[src/rtl/led_pkg.sv]
// Shared types and constants for the LED scan stages.
package led_pkg;

  localparam logic [2:0] EN_ON  = 3'b100;
  localparam logic [2:0] EN_OFF = 3'b000;

  typedef logic [2:0] pos_t;

  typedef enum logic {
    DIR_UP,
    DIR_DOWN
  } scan_dir_e;

endpackage

[src/rtl/led_scan_seq_tick_prescaler.sv]
// Free-running prescaler: tick is high on the cycle the count sits at TICK_DIV-1 with run=1.
module tick_prescaler #(
  parameter int unsigned TICK_DIV = 4
) (
  input  logic clk,
  input  logic rst,
  input  logic run,
  output logic tick
);

  localparam int unsigned CNT_W = (TICK_DIV > 1) ? $clog2(TICK_DIV) : 1;
  localparam logic [CNT_W-1:0] LAST = CNT_W'(TICK_DIV - 1);

  logic [CNT_W-1:0] div_cnt_q, div_cnt_d;

  always_comb begin
    div_cnt_d = div_cnt_q;
    tick      = 1'b0;
    if (run) begin
      if (div_cnt_q == LAST) begin
        div_cnt_d = '0;
        tick      = 1'b1;
      end else begin
        div_cnt_d = div_cnt_q + 1'b1;
      end
    end
  end

  always_ff @(posedge clk or negedge rst) begin
    if (!rst) div_cnt_q <= '0;
    else      div_cnt_q <= div_cnt_d;
  end

endmodule

[src/rtl/led_scan_seq.sv]
// LED scan sequencer driving the 3-to-8 decoder select/enable codes.
// Bounce mode is built only when LED_SCAN_SEQ_BOUNCE_EN is defined.
module led_scan_seq
  import led_pkg::*;
#(
  parameter int unsigned TICK_DIV = 4
) (
  input  logic       clk,
  input  logic       rst,
  input  logic       run,
  input  logic       dir,
  input  logic       mode,
  input  logic       blank,
  output logic [2:0] switch,
  output logic [2:0] enable,
  output logic       step,
  output logic       wrap
);

  logic tick;

  tick_prescaler #(
    .TICK_DIV(TICK_DIV)
  ) u_prescaler (
    .clk (clk),
    .rst (rst),
    .run (run),
    .tick(tick)
  );

  pos_t       pos_q, pos_d;
  logic [2:0] enable_q, enable_d;
  logic       step_q, step_d;
  logic       wrap_q, wrap_d;

`ifdef LED_SCAN_SEQ_BOUNCE_EN
  scan_dir_e state_q, state_d;
`else
  logic unused_mode;
  assign unused_mode = mode;
`endif

  always_comb begin
    pos_d    = pos_q;
    step_d   = 1'b0;
    wrap_d   = 1'b0;
    enable_d = blank ? EN_OFF : EN_ON;
`ifdef LED_SCAN_SEQ_BOUNCE_EN
    state_d  = state_q;
    // In wrap mode the FSM shadows dir so a later switch to bounce keeps heading the same way.
    if (run && !mode) state_d = dir ? DIR_DOWN : DIR_UP;
`endif
    if (tick) begin
      step_d = 1'b1;
`ifdef LED_SCAN_SEQ_BOUNCE_EN
      if (mode) begin
        unique case (state_q)
          DIR_UP: begin
            if (pos_q == 3'd7) begin
              pos_d   = 3'd6;
              state_d = DIR_DOWN;
              wrap_d  = 1'b1;
            end else begin
              pos_d = pos_q + 3'd1;
            end
          end
          DIR_DOWN: begin
            if (pos_q == 3'd0) begin
              pos_d   = 3'd1;
              state_d = DIR_UP;
              wrap_d  = 1'b1;
            end else begin
              pos_d = pos_q - 3'd1;
            end
          end
          default: ;
        endcase
      end else
`endif
      if (dir) begin
        pos_d  = pos_q - 3'd1;
        wrap_d = (pos_q == 3'd0);
      end else begin
        pos_d  = pos_q + 3'd1;
        wrap_d = (pos_q == 3'd7);
      end
    end
  end

  always_ff @(posedge clk or negedge rst) begin
    if (!rst) begin
      pos_q    <= '0;
      enable_q <= EN_OFF;
      step_q   <= 1'b0;
      wrap_q   <= 1'b0;
    end else begin
      pos_q    <= pos_d;
      enable_q <= enable_d;
      step_q   <= step_d;
      wrap_q   <= wrap_d;
    end
  end

`ifdef LED_SCAN_SEQ_BOUNCE_EN
  always_ff @(posedge clk or negedge rst) begin
    if (!rst) state_q <= DIR_UP;
    else      state_q <= state_d;
  end
`endif

  assign switch = pos_q;
  assign enable = enable_q;
  assign step   = step_q;
  assign wrap   = wrap_q;

endmodule
[config.mk]
export PLATFORM = sky130hd
export DESIGN_NAME = led_scan_seq
export DESIGN_NICKNAME = d
export VERILOG_FILES = /design/src/rtl/led_pkg.sv /design/src/rtl/led_scan_seq_tick_prescaler.sv /design/src/rtl/led_scan_seq.sv
export SDC_FILE = /design/constraint.sdc
export NUM_CORES = 1
export LEC_CHECK = 0
export BUFFER_PORTS_ARGS = -buffer_cell sky130_fd_sc_hd__buf_2
export CORE_AREA = 4 4 41 43
export CTS_CLUSTER_DIAMETER = 150
export DETAILED_ROUTE_END_ITERATION = 16
export DIE_AREA = 0 0 45 47
export PLACE_DENSITY = 0.47
export SYNTH_ARGS = -nofsm -noshare
export SYNTH_HDL_FRONTEND = slang
export SYNTH_SLANG_ARGS = --single-unit
[constraint.sdc]
create_clock -name clk -period 2.9 [get_ports clk]
set_input_delay 0.29 -clock clk [delete_from_list [all_inputs] [get_ports clk]]
set_output_delay 0.29 -clock clk [all_outputs]
set_load 0.005 [all_outputs]
=== Word-level counts from Yosys, hierarchy flattened ===
Index checks and enable logic that the tools add are counted.

* Flip-flop bits (word level): 10
* Input bits: 6
* Output and inout port bits: 8
* Logic and storage cells: 19

* $add $sub $neg: 3
* Equal/unequal tests: 2
* Muxes and demuxes: 8
* Reduce and logical (&&, ||, !) cells: 1

{| class="wikitable"
|+ Operators by type and width
! operator !! count
|-
| $mux W3 || 2
|-
| $mux W1 || 5
|-
| $add A3 B1 Y3 const B || 1
|-
| $eq A3 B3 Y1 const B || 1
|-
| $logic_not A3 Y1 || 1
|-
| $sub A3 B1 Y3 const B || 1
|-
| $add A2 B1 Y2 const B || 1
|-
| $eq A2 B2 Y1 const B || 1
|-
| $mux W2 || 1
|}

=== Depth between registers and ports, before layout ===
Gate-level depths: netlist of run 1.

* Depth after elaboration: 4
* Mapped depth: 5
* Gate-level depth less buffers: 5

=== Cells and area by module ===
Synthesis of run 1 repeated with hierarchy kept, for this count alone.

* Cells, all modules: 29
* Area total of the unflattened synthesis: 366.6 um2

{| class="wikitable"
|+ By module, submodules not included
! module !! instances !! cells an instance !! area an instance (um2)
|-
| led_scan_seq || 1 || 22 || 265.3
|-
| tick_prescaler || 1 || 7 || 101.3
|}

=== Worst setup path before layout of run 1 ===
OpenSTA, ideal clock, no wires.

* Kind: register -> register
* From: register pos_q[0], in the netlist switch[0]
* To: register pos_q[2], in the netlist switch[2]
* Library setup time: 0.079 ns
* Arrival time: 1.258 ns
* Required time: 2.821 ns
* Path slack: 1.563 ns
* Stages on the path, launching flop included: 6
* Path buffers: 0
* Clock period less this slack: 1.337 ns
* Path through: dfrtp_1 inv_1 fa_1 xor2_1 nor2_1 xor2_1

* Longest elaborated chain between the ends: 2
* Elaborated cells between the ends (all ways): 3
* Classes of those cells: add/sub: 2; mux: 1

{| class="wikitable"
|+ RTL lines
! element !! RTL line !! text
|-
| from (decl) || led_scan_seq.sv:31 || <nowiki>pos_t pos_q, pos_d;</nowiki>
|-
| from (signal assigned) || led_scan_seq.sv:97 || <nowiki>pos_q <= pos_d;</nowiki>
|-
| $add A3 B1 Y3 / $sub A3 B1 Y3 (equally long branches) || led_scan_seq.sv:84, led_scan_seq.sv:81 ||
|-
| $mux W3 (*) || led_scan_seq.sv:80 || <nowiki>if (dir) begin</nowiki>
|}

Mark *: on every way between the ends. The rest lies on a longest branch, timed or not.
A chain may end at the register's enable or synchronous reset.

=== Worst setup path in the final report of run 1 ===
Ends and elaborated chain as after synthesis.

==> results of run 1 <==
path summary, 6_finish.rpt:
| kind | cells after the start | endpoint |
|---|---|---|
| max in group asynchronous | 2 | step$_DFF_PN0_ |
| min | 2 | enable[2]$_DFF_PN0_ |
| max reg2reg | 5 | switch[2]$_DFFE_PN0P_ |
| max | 5 | switch[2]$_DFFE_PN0P_ |
| min reg2reg | 1 | u_prescaler.div_cnt_q[0]$_DFFE_PN0P_ |
| min in group asynchronous | 2 | wrap$_DFF_PN0_ |
stage by stage:
stage / cell area [µm²] / hold slack, ns / cells
2_1_floorplan: 363 / -0.00559 / 32
3_3_place_gp: 417 / 0.137 / 55
3_5_place_dp: 417 / 0.143 / 55
4_1_cts: 449 / 0.170 / 59
5_1_grt: 449 / 0.177 / 59
6_report: 449 / 0.178 / 59
cell type report:
class	instances	area (µm²)
Clock buffer	3	22.5
Tap cell	15	18.8
Inverter	5	18.8
Sequential cell	8	200
Fill cell	153	852
Multi-Input combinational cell	17	129
Timing Repair Buffer	11	60.1
cell usage after synthesis, types with 2 or more instances:
library cell              count  area share [%]
sky130_fd_sc_hd__buf_4        2             4.2
sky130_fd_sc_hd__xor2_1       2             4.9
sky130_fd_sc_hd__dfrtp_1      8              56
sky130_fd_sc_hd__inv_1        4             4.2
sky130_fd_sc_hd__nand2_1      2             2.1
logic make-up after synthesis:
kind of cell / after synthesis
flops: 8
buf+inv: 7
simple gates: 6
xor+xnor: 3
fa+ha+maj: 2
compound gates: 2
mux: 2
other cells: 1
power by group:
part           leakage [nW]  switching, mW  total, mW  internal, mW
registers            0.0989         0.0325      0.181         0.149
clock network        0.0138         0.0352     0.0824        0.0472
logic                 0.129         0.0573      0.121        0.0635
total                 0.242          0.125      0.384         0.259
per-layer routing:
metal	vias to the layer above	global-route usage, %	routed length, µm
met4	0	7.02	0
li1	118	-	-
met2	13	10.5	301
met1	108	8.24	259
met3	0	4.21	94
met5	-	0	0
worst register-to-register path, delay by kind of cell, from the launching register on:
family                     cells  cell delay (ns)
DFF                            1             0.41
adders and majority gates      1             0.41
xor gates and xnor gates       2             0.32
and+or+nand+nor                1             0.11
buffers and inverters          1             0.09
sequential cells by signal (all words and copies together), names as in the netlist:
| signal | flops |
|---|---|
| switch | 3 |
| u_prescaler.div_cnt_q | 2 |
| enable | 1 |
| step | 1 |
| wrap | 1 |
==> results.json, run 1 <==
{
  "worst-r2r-setup-slack_ns": 1.49,
  "avgSynthCellArea_um2": 11.6,
  "rsz0062_at_grt": "no",
  "cpMostUsedCell": "sky130_fd_sc_hd__xor2_1",
  "total_leakage_power_nw": 0.242,
  "gp_routability_congestion": 0.726,
  "postSynthRegisterBits": 8,
  "critical_path.cell_chain": "inv_1, fa_1, xor2_1, nor2_1, xor2_1",
  "yosys.area_share.adder_pct": 9.06,
  "globalRouteOverflowTotal": 0,
  "holdBufCountCts": 1,
  "critical-path-top-delay-family": "flip-flops",
  "grt_first_pass_wirelength_um": 1040,
  "finClkSkew_ns": 0.00152,
  "vias": 239,
  "synthCells": 31,
  "timing.hold.worst.start": "blank",
  "post_cts_resize_count": 0,
  "critPathLaunchType": "flip-flop",
  "critical_path.endpoint_type": "flip-flop",
  "insertion_delay_ns": 0.25,
  "post-cts-setup-buffer-count": 0,
  "core_footprint_mm2": 0.00130,
  "critPathLaunch": "switch[0]$_DFFE_PN0P_",
  "grt_max_degree": 9,
  "final-setup-viol-count": 0,
  "preCtsSetupSlack_ns": 1.46,
  "final.setup.worst_slack_ns": 1.49,
  "yosys-mux-area-fraction_pct": 5.92,
  "critPathMaxStageDelay_ns": 0.41,
  "routed_len_inst_um": 11.1,
  "final_util_pct": 34.5,
  "numCtsBuffers": 3,
  "postSynth.topFlopCell": "sky130_fd_sc_hd__dfrtp_1",
  "fp.dieW_um": 45,
  "synth_cell_types": 18,
  "cts_max_level": 1,
  "rows": 13,
  "cts.sinks": 8,
  "async_flop_share_pct": 100,
  "tritoncts_clock_tree": "built",
  "drt_drc_violations_left": 0,
  "timing.critical_path.fanout_max": 5,
  "critical_path.reg2reg.startpoint": "switch[0]$_DFFE_PN0P_",
  "clkSlewWorstSetupHoldPaths_ns": 0.05,
  "cts_buffer_depth": 2,
  "critical_path.slowest_cell": "sky130_fd_sc_hd__dfrtp_1",
  "drt.antenna.violating_nets": 0,
  "vias_per_cell": 4.05,
  "first_global_vias": 244,
  "top_level_ports": 14,
  "design.die.area_mm2": 0.00212,
  "share_of_layout_cells_above_drive_strength_1_pct": 34.1,
  "dr.pass1.iters": 4,
  "numPortBuffers": 10,
  "total_of_max_cap_violations": 0,
  "cp_data_required_time_ns": 3.07,
  "grt_util_all_layers_pct": 7.59,
  "detail_route.wirelength_um": 654,
  "power_per_cell_area_mw_per_mm2": 856,
  "synth_top_family_by_area": "buffers and inverters",
  "arrival_ns": 1.58,
  "peakVddDrop_v": 0.000264,
  "dp_hpwl_um": 524,
  "timing.final.hold_violations": 0,
  "synth_area_in_simple_gates_pct": 8.71,
  "total_power_mw": 0.384,
  "slew_viol_final": 0,
  "final.min_clock_period_ns": 1.41,
  "nets": 54,
  "antenna-diode-count": 0,
  "hold_path.class": "in -> reg",
  "final.setup.tns_ns": 0,
  "critical_path_class": "reg -> reg",
  "final_cell_mix": "sky130_fd_sc_hd__buf_2, sky130_fd_sc_hd__dfrtp_1, sky130_fd_sc_hd__inv_1",
  "maxClockFrequency_mhz": 708,
  "synth_xor_area_share_pct": 7.32,
  "ys.warnings.count": 0,
  "grt_antenna_before_repair": 0,
  "start_util_pct": 27.6,
  "clockRootBuffer": "sky130_fd_sc_hd__clkbuf_4",
  "number_of_synthesized_flops_with_an_enable_pin": 0,
  "run_status": "finished clean",
  "critPathBufInv": 1,
  "synth_sequential_area_ratio_pct": 55.7,
  "synth_compound_gate_area_share_pct": 2.79,
  "chipHeight_um": 47,
  "final_common_cell": "sky130_fd_sc_hd__buf_2",
  "initialDrtViolationCount": 3,
  "flow.area_growth_from_synthesis_pct": 25.1,
  "post_synth_instance_area_um2": 359,
  "final_min_period_over_clock_period_pct": 48.7
}
No activity file was read; power rests on OpenSTA's default activity.
==> run 2: changes to the inputs <==
Settings changed: PLACE_DENSITY 0.47 to 0.49.
Clock period 2.9 ns to 1.29 ns, I/O delays scaled along.
==> run 2 against run 1 <==
  * Maximum frequency up 13%
  * Sequential power increased by 120%
  * Routed wire length is 5.5% higher
  * Total power rose to 2.5 times the previous value
  * Clock skew is essentially flat
  * Clock power grew 120%
  * Via count grew 9.6%
  * Die area unchanged
  * Design area rose by 8.9%
  * Register-to-register slack got worse by 1.4 ns
  * Hold slack lost 0.16 ns
  * Sequential share of layout area decreased by 3.6 points
  * Critical path type unchanged
==> results.json, run 2 (synthesis results as in run 1) <==
{
  "first_global_vias": 293,
  "cp_data_required_time_ns": 1.46,
  "tritoncts_clock_tree": "built",
  "number_of_flip_flops_in_the_largest_register": 3,
  "share_of_layout_cells_above_drive_strength_1_pct": 46.9,
  "rows": 13,
  "detail_route.wirelength_um": 690,
  "timing.critical_path.fanout_max": 2,
  "critical_path.endpoint_type": "flip-flop",
  "flow.area_growth_from_synthesis_pct": 36.2,
  "arrival_ns": 1.42,
  "dr.pass1.iters": 1,
  "grt_max_degree": 9,
  "final_min_period_over_clock_period_pct": 96.8,
  "start_util_pct": 27.6,
  "fin_hold_ws_ns": 0.0159,
  "nets": 59,
  "rsz0062_at_grt": "yes",
  "clkSlewWorstSetupHoldPaths_ns": 0.05,
  "run_status": "finished clean",
  "chipHeight_um": 47,
  "critical_path.slowest_cell": "sky130_fd_sc_hd__dfrtp_1",
  "globalRouteOverflowTotal": 0,
  "clockRootBuffer": "sky130_fd_sc_hd__clkbuf_4",
  "grt_antenna_before_repair": 0,
  "core_footprint_mm2": 0.00130,
  "hold_path.class": "in -> reg",
  "critical_path.cell_chain": "inv_2, fa_2, xor2_1, nor2_1, xor2_1",
  "timing.final.hold_violations": 0,
  "drt.antenna.violating_nets": 0,
  "design.die.area_mm2": 0.00212,
  "cpMostUsedCell": "sky130_fd_sc_hd__xor2_1",
  "initialDrtViolationCount": 0,
  "numPortBuffers": 10,
  "peakVddDrop_v": 0.000736,
  "final_cell_mix": "sky130_fd_sc_hd__buf_2, sky130_fd_sc_hd__dfrtp_1, sky130_fd_sc_hd__buf_4",
  "power_per_cell_area_mw_per_mm2": 1990,
  "final-setup-viol-count": 0,
  "slew_viol_final": 0,
  "grt_util_all_layers_pct": 8.13,
  "top_level_ports": 14,
  "cts.sinks": 8,
  "dp_hpwl_um": 573,
  "final.min_clock_period_ns": 1.25,
  "preCtsSetupSlack_ns": -0.00614,
  "final_common_cell": "sky130_fd_sc_hd__buf_2",
  "cts_buffer_depth": 2,
  "vias_per_cell": 4.09,
  "routed_len_inst_um": 10.8,
  "maxClockFrequency_mhz": 800,
  "grt_first_pass_wirelength_um": 1160,
  "drt_drc_violations_left": 0,
  "total_of_max_cap_violations": 0,
  "fillCellCount": 149,
  "fp.dieW_um": 45,
  "critical_path_class": "reg -> reg",
  "insertion_delay_ns": 0.25,
  "numCtsBuffers": 3,
  "critPathMaxStageDelay_ns": 0.36,
  "cts_max_level": 1,
  "antenna-diode-count": 0,
  "critPathLaunchType": "flip-flop",
  "finClkSkew_ns": 0.00136,
  "final_util_pct": 37.6,
  "final.setup.worst_slack_ns": 0.0406,
  "gp_routability_congestion": 0.806,
  "vias": 262,
  "total_leakage_power_nw": 0.265
}
-- run 2: cell count changes in the layout (fill, tap and decap cells not counted), sizes merged --
| cell | delta |
|---|---|
| buf | +5 |
-- run 2: what timing repair did --
item | in CTS | in global routing
endpoints found under the setup margin | 1 | 1
gates resized for setup | 0 | 1
hold buffers | 1 | 0
buffers inserted | 2 | 0
hold endpoints to repair | 8 | 0
pin swaps | 1 | 5
-- run 2: final timing paths --
path	endpoint	cells after the start	from	slack, ns
setup / recovery	switch[2]$_DFFE_PN0P_	5	switch[1]$_DFFE_PN0P_	0.04
hold / removal	enable[2]$_DFF_PN0_	2	blank	0.02
setup reg to reg	switch[2]$_DFFE_PN0P_	5	switch[1]$_DFFE_PN0P_	0.04
hold reg to reg	u_prescaler.div_cnt_q[0]$_DFFE_PN0P_	1	u_prescaler.div_cnt_q[0]$_DFFE_PN0P_	0.49
max in group asynchronous	u_prescaler.div_cnt_q[1]$_DFFE_PN0P_	2	rst	0.87
min in group asynchronous	step$_DFF_PN0_	2	rst	0.25
-- run 2: stage by stage --
step	total power, mW	setup TNS [ns]	cells	instance area (µm²)
final	0.971	0	64	489
after detailed placement	0.754	-0.00614	58	442
after global routing	1.05	-0.0114	64	489
after global placement	0.719	0	58	442
after CTS	0.993	0	64	489
after floorplan	0.579	0	32	365
-- run 2: report_power, final --
group	internal (mW)	switching (mW)
clock	0.106	0.0789
combinational	0.224	0.167
sequential	0.335	0.0612
-- run 2: final cells by class --
| class | instances | area, µm² | area share [%] |
|---|---|---|---|
| clock buffers | 3 | 22.5 | 4.60 |
| inverters | 5 | 18.8 | 3.84 |
| multi-input cells | 17 | 131 | 26.9 |
| flip-flops and latches | 8 | 200 | 40.9 |
| well taps | 15 | 18.8 | 3.84 |
| repair buffers | 16 | 97.6 | 19.9 |
-- run 2: routing by layer --
layer  GRT usage [%]  share of wire [%]  wire (µm)  vias to the layer above
met5               0                  0          0                        -
li1                -                  -          -                      129
met2            13.0                 54        375                        8
met1            7.94                 36        250                      123
met3            2.68                8.6         59                        2
met4            8.77               0.58          4                        0
-- run 2: critical path: cells and delay by family (launching register included) --
family,cells,cell delay [ns]
xor+xnor,2,0.30
fa+ha+maj,1,0.34
buf+inv,1,0.05
simple gates,1,0.12
flops,1,0.36
==> run 3: changes to the inputs <==
Settings changed: PLACE_DENSITY 0.49 to 0.5, SYNTH_HIERARCHICAL set to 1.
==> run 3 against run 2 <==
  * Die area stayed put
  * Flip-flop and latch count stayed put
  * Worst setup slack better by 0.011 ns
  * Hold slack worse by 0.00062 ns
  * Utilization is 1.2 points lower
  * Critical endpoint unchanged
==> results.json, run 3 <==
{
  "grt_util_all_layers_pct": 7.93,
  "critical_path.reg2reg.startpoint": "switch[1]$_DFFE_PN0P_",
  "design.die.area_mm2": 0.00212,
  "hold_path_end": "enable[2]$_DFF_PN0_",
  "cts_buffer_depth": 2,
  "rows": 13,
  "clkSlewWorstSetupHoldPaths_ns": 0.06,
  "total_leakage_power_nw": 0.244,
  "timing.final.hold_violations": 0,
  "final.min_clock_period_ns": 1.24,
  "reg2reg_to": "switch[2]$_DFFE_PN0P_",
  "share_of_layout_cells_above_drive_strength_1_pct": 45.5,
  "vias_per_cell": 4.12,
  "critPathLaunchType": "flip-flop",
  "synthCells": 29,
  "first_global_vias": 268,
  "async_flop_share_pct": 100,
  "total_of_max_cap_violations": 0,
  "post_synth_instance_area_um2": 367,
  "numPortBuffers": 10,
  "peakVddDrop_v": 0.000689,
  "final.setup.tns_ns": 0,
  "routed_len_inst_um": 11.3,
  "maxClockFrequency_mhz": 808,
  "vias": 243,
  "chipHeight_um": 47,
  "clockRootBuffer": "sky130_fd_sc_hd__clkbuf_4",
  "arrival_ns": 1.37,
  "detail_route.wirelength_um": 668,
  "whs_path_depth": 2,
  "cp_data_required_time_ns": 1.42,
  "numCtsBuffers": 3,
  "hold_path.class": "in -> reg",
  "flow.area_growth_from_synthesis_pct": 29.4,
  "post-synth-top-count-cell": "sky130_fd_sc_hd__dfrtp_1",
  "timing.hold.worst.start": "blank",
  "synth_cell_types": 17,
  "r2r_cells": 5,
  "drt_drc_violations_left": 0,
  "insertion_delay_ns": 0.25,
  "drt.antenna.violating_nets": 0,
  "globalRouteOverflowTotal": 0,
  "cts_max_level": 1,
  "ys.warnings.count": 6,
  "timing.critical_path.fanout_max": 4,
  "cpMostUsedCell": "sky130_fd_sc_hd__xnor2_1",
  "critPathLaunch": "switch[1]$_DFFE_PN0P_",
  "synth.top_cell.area_share_pct": 54.6,
  "critical-path-top-delay-family": "flip-flops",
  "fp.dieW_um": 45,
  "synth_commonest_cells": "sky130_fd_sc_hd__dfrtp_1, sky130_fd_sc_hd__inv_1, sky130_fd_sc_hd__buf_4, sky130_fd_sc_hd__mux2i_1, sky130_fd_sc_hd__xnor2_1",
  "nets": 54,
  "final.setup.worst_slack_ns": 0.0520,
  "critical_path.slowest_cell": "sky130_fd_sc_hd__dfrtp_1",
  "rsz0062_at_grt": "yes",
  "number_of_synthesized_flops_with_an_enable_pin": 0,
  "synth_sequential_area_ratio_pct": 54.6,
  "final_common_cell": "sky130_fd_sc_hd__buf_2",
  "cts.sinks": 8,
  "start_util_pct": 28.2,
  "finClkSkew_ns": 0.00587,
  "critPathBufInv": 1,
  "slew_viol_final": 0,
  "final_cell_mix": "sky130_fd_sc_hd__buf_2, sky130_fd_sc_hd__dfrtp_1, sky130_fd_sc_hd__clkbuf_4",
  "critPathMaxStageDelay_ns": 0.40,
  "critical_path_class": "reg -> reg",
  "avgSynthCellArea_um2": 12.6,
  "grt_first_pass_wirelength_um": 1170,
  "critical_path.cell_chain": "inv_2, fa_2, xnor2_1, nand2_1, xnor2_1",
  "place_area_um2": 434,
  "dr.pass1.iters": 2,
  "final-setup-viol-count": 0,
  "post_synth_main_area_contributors": "sky130_fd_sc_hd__dfrtp_1, sky130_fd_sc_hd__fa_1, sky130_fd_sc_hd__mux2i_1, sky130_fd_sc_hd__xnor2_1, sky130_fd_sc_hd__buf_4",
  "top_level_ports": 14,
  "worst-r2r-setup-slack_ns": 0.05,
  "total_power_mw": 0.961,
  "antenna-diode-count": 0,
  "tritoncts_clock_tree": "built",
  "netlist.top_cell.by_area": "sky130_fd_sc_hd__dfrtp_1",
  "initialDrtViolationCount": 2,
  "preCtsSetupSlack_ns": 0.0418,
  "grt_max_degree": 9,
  "number_of_flip_flops_in_the_largest_register": 3,
  "grt_antenna_before_repair": 0,
  "final_min_period_over_clock_period_pct": 96.0,
  "gp_routability_congestion": 0.631,
  "design_area_um2": 474,
  "power_per_cell_area_mw_per_mm2": 2030,
  "run_status": "finished clean",
  "critical_path.endpoint_type": "flip-flop",
  "postSynthRegisterBits": 8,
  "postSynth.topFlopCell": "sky130_fd_sc_hd__dfrtp_1",
  "core_footprint_mm2": 0.00130
}
-- run 3: repair_timing --
action                                 4_1_cts  5_1_grt
buffers inserted                             0        1
resized for setup                            0        1
endpoints found under the hold margin        8        0
setup endpoints to repair                    0        1
hold buffers                                 1        0
-- run 3: logic make-up after synthesis --
| group | count (synthesis) | share of synthesized area (%) |
|---|---|---|
| AO/OA/AOI/OAI | 1 | 2.05 |
| XOR/XNOR | 3 | 7.17 |
| adder cells (fa/ha/maj) | 2 | 8.87 |
| buffers and inverters | 6 | 8.19 |
| flip-flops | 8 | 54.6 |
| multiplexers | 3 | 9.56 |
| other | 1 | 1.02 |
| AND/OR/NAND/NOR | 5 | 8.54 |
-- run 3: area by class of cell --
cell class	instances	area, µm²
repair buffers	13	75.1
flip-flops and latches	8	200
well taps	15	18.8
fillers	149	827
clock buffers	3	22.5
inverters	4	15.0
multi-input cells	16	143
-- run 3: how the worst max path moves through the flow --
stage	end	cells after the start
2_1_floorplan	switch[2]$_DFFE_PN0P_	5
3_3_place_gp	switch[2]$_DFFE_PN0P_	5
3_5_place_dp	switch[2]$_DFFE_PN0P_	5
4_1_cts	switch[2]$_DFFE_PN0P_	5
5_1_grt	switch[2]$_DFFE_PN0P_	5
6_report	switch[2]$_DFFE_PN0P_	5
-- run 3: through the flow --
stage               hold WS (ns)  instances  util (%)
finish                    0.0152         59      36.4
global route              0.0231         59      36.4
CTS                       0.0114         58      35.9
detailed placement       -0.0211         54      33.4
global placement         -0.0219         54      33.4
floorplan                 -0.167         30         -
-- run 3: power by group --
part	total [mW]	switching (mW)	internal [mW]
clock network	0.187	0.0806	0.106
logic	0.373	0.159	0.214
registers	0.402	0.0657	0.336
total	0.961	0.305	0.657
-- run 3: routing by layer --
layer  global-route usage [%]  routed length [µm]  up-vias
met2                     11.9                 345        9
met5                        0                   0        -
met4                     5.26                   0        0
li1                         -                   -      117
met3                     3.07                  54        0
met1                     9.46                 268      117
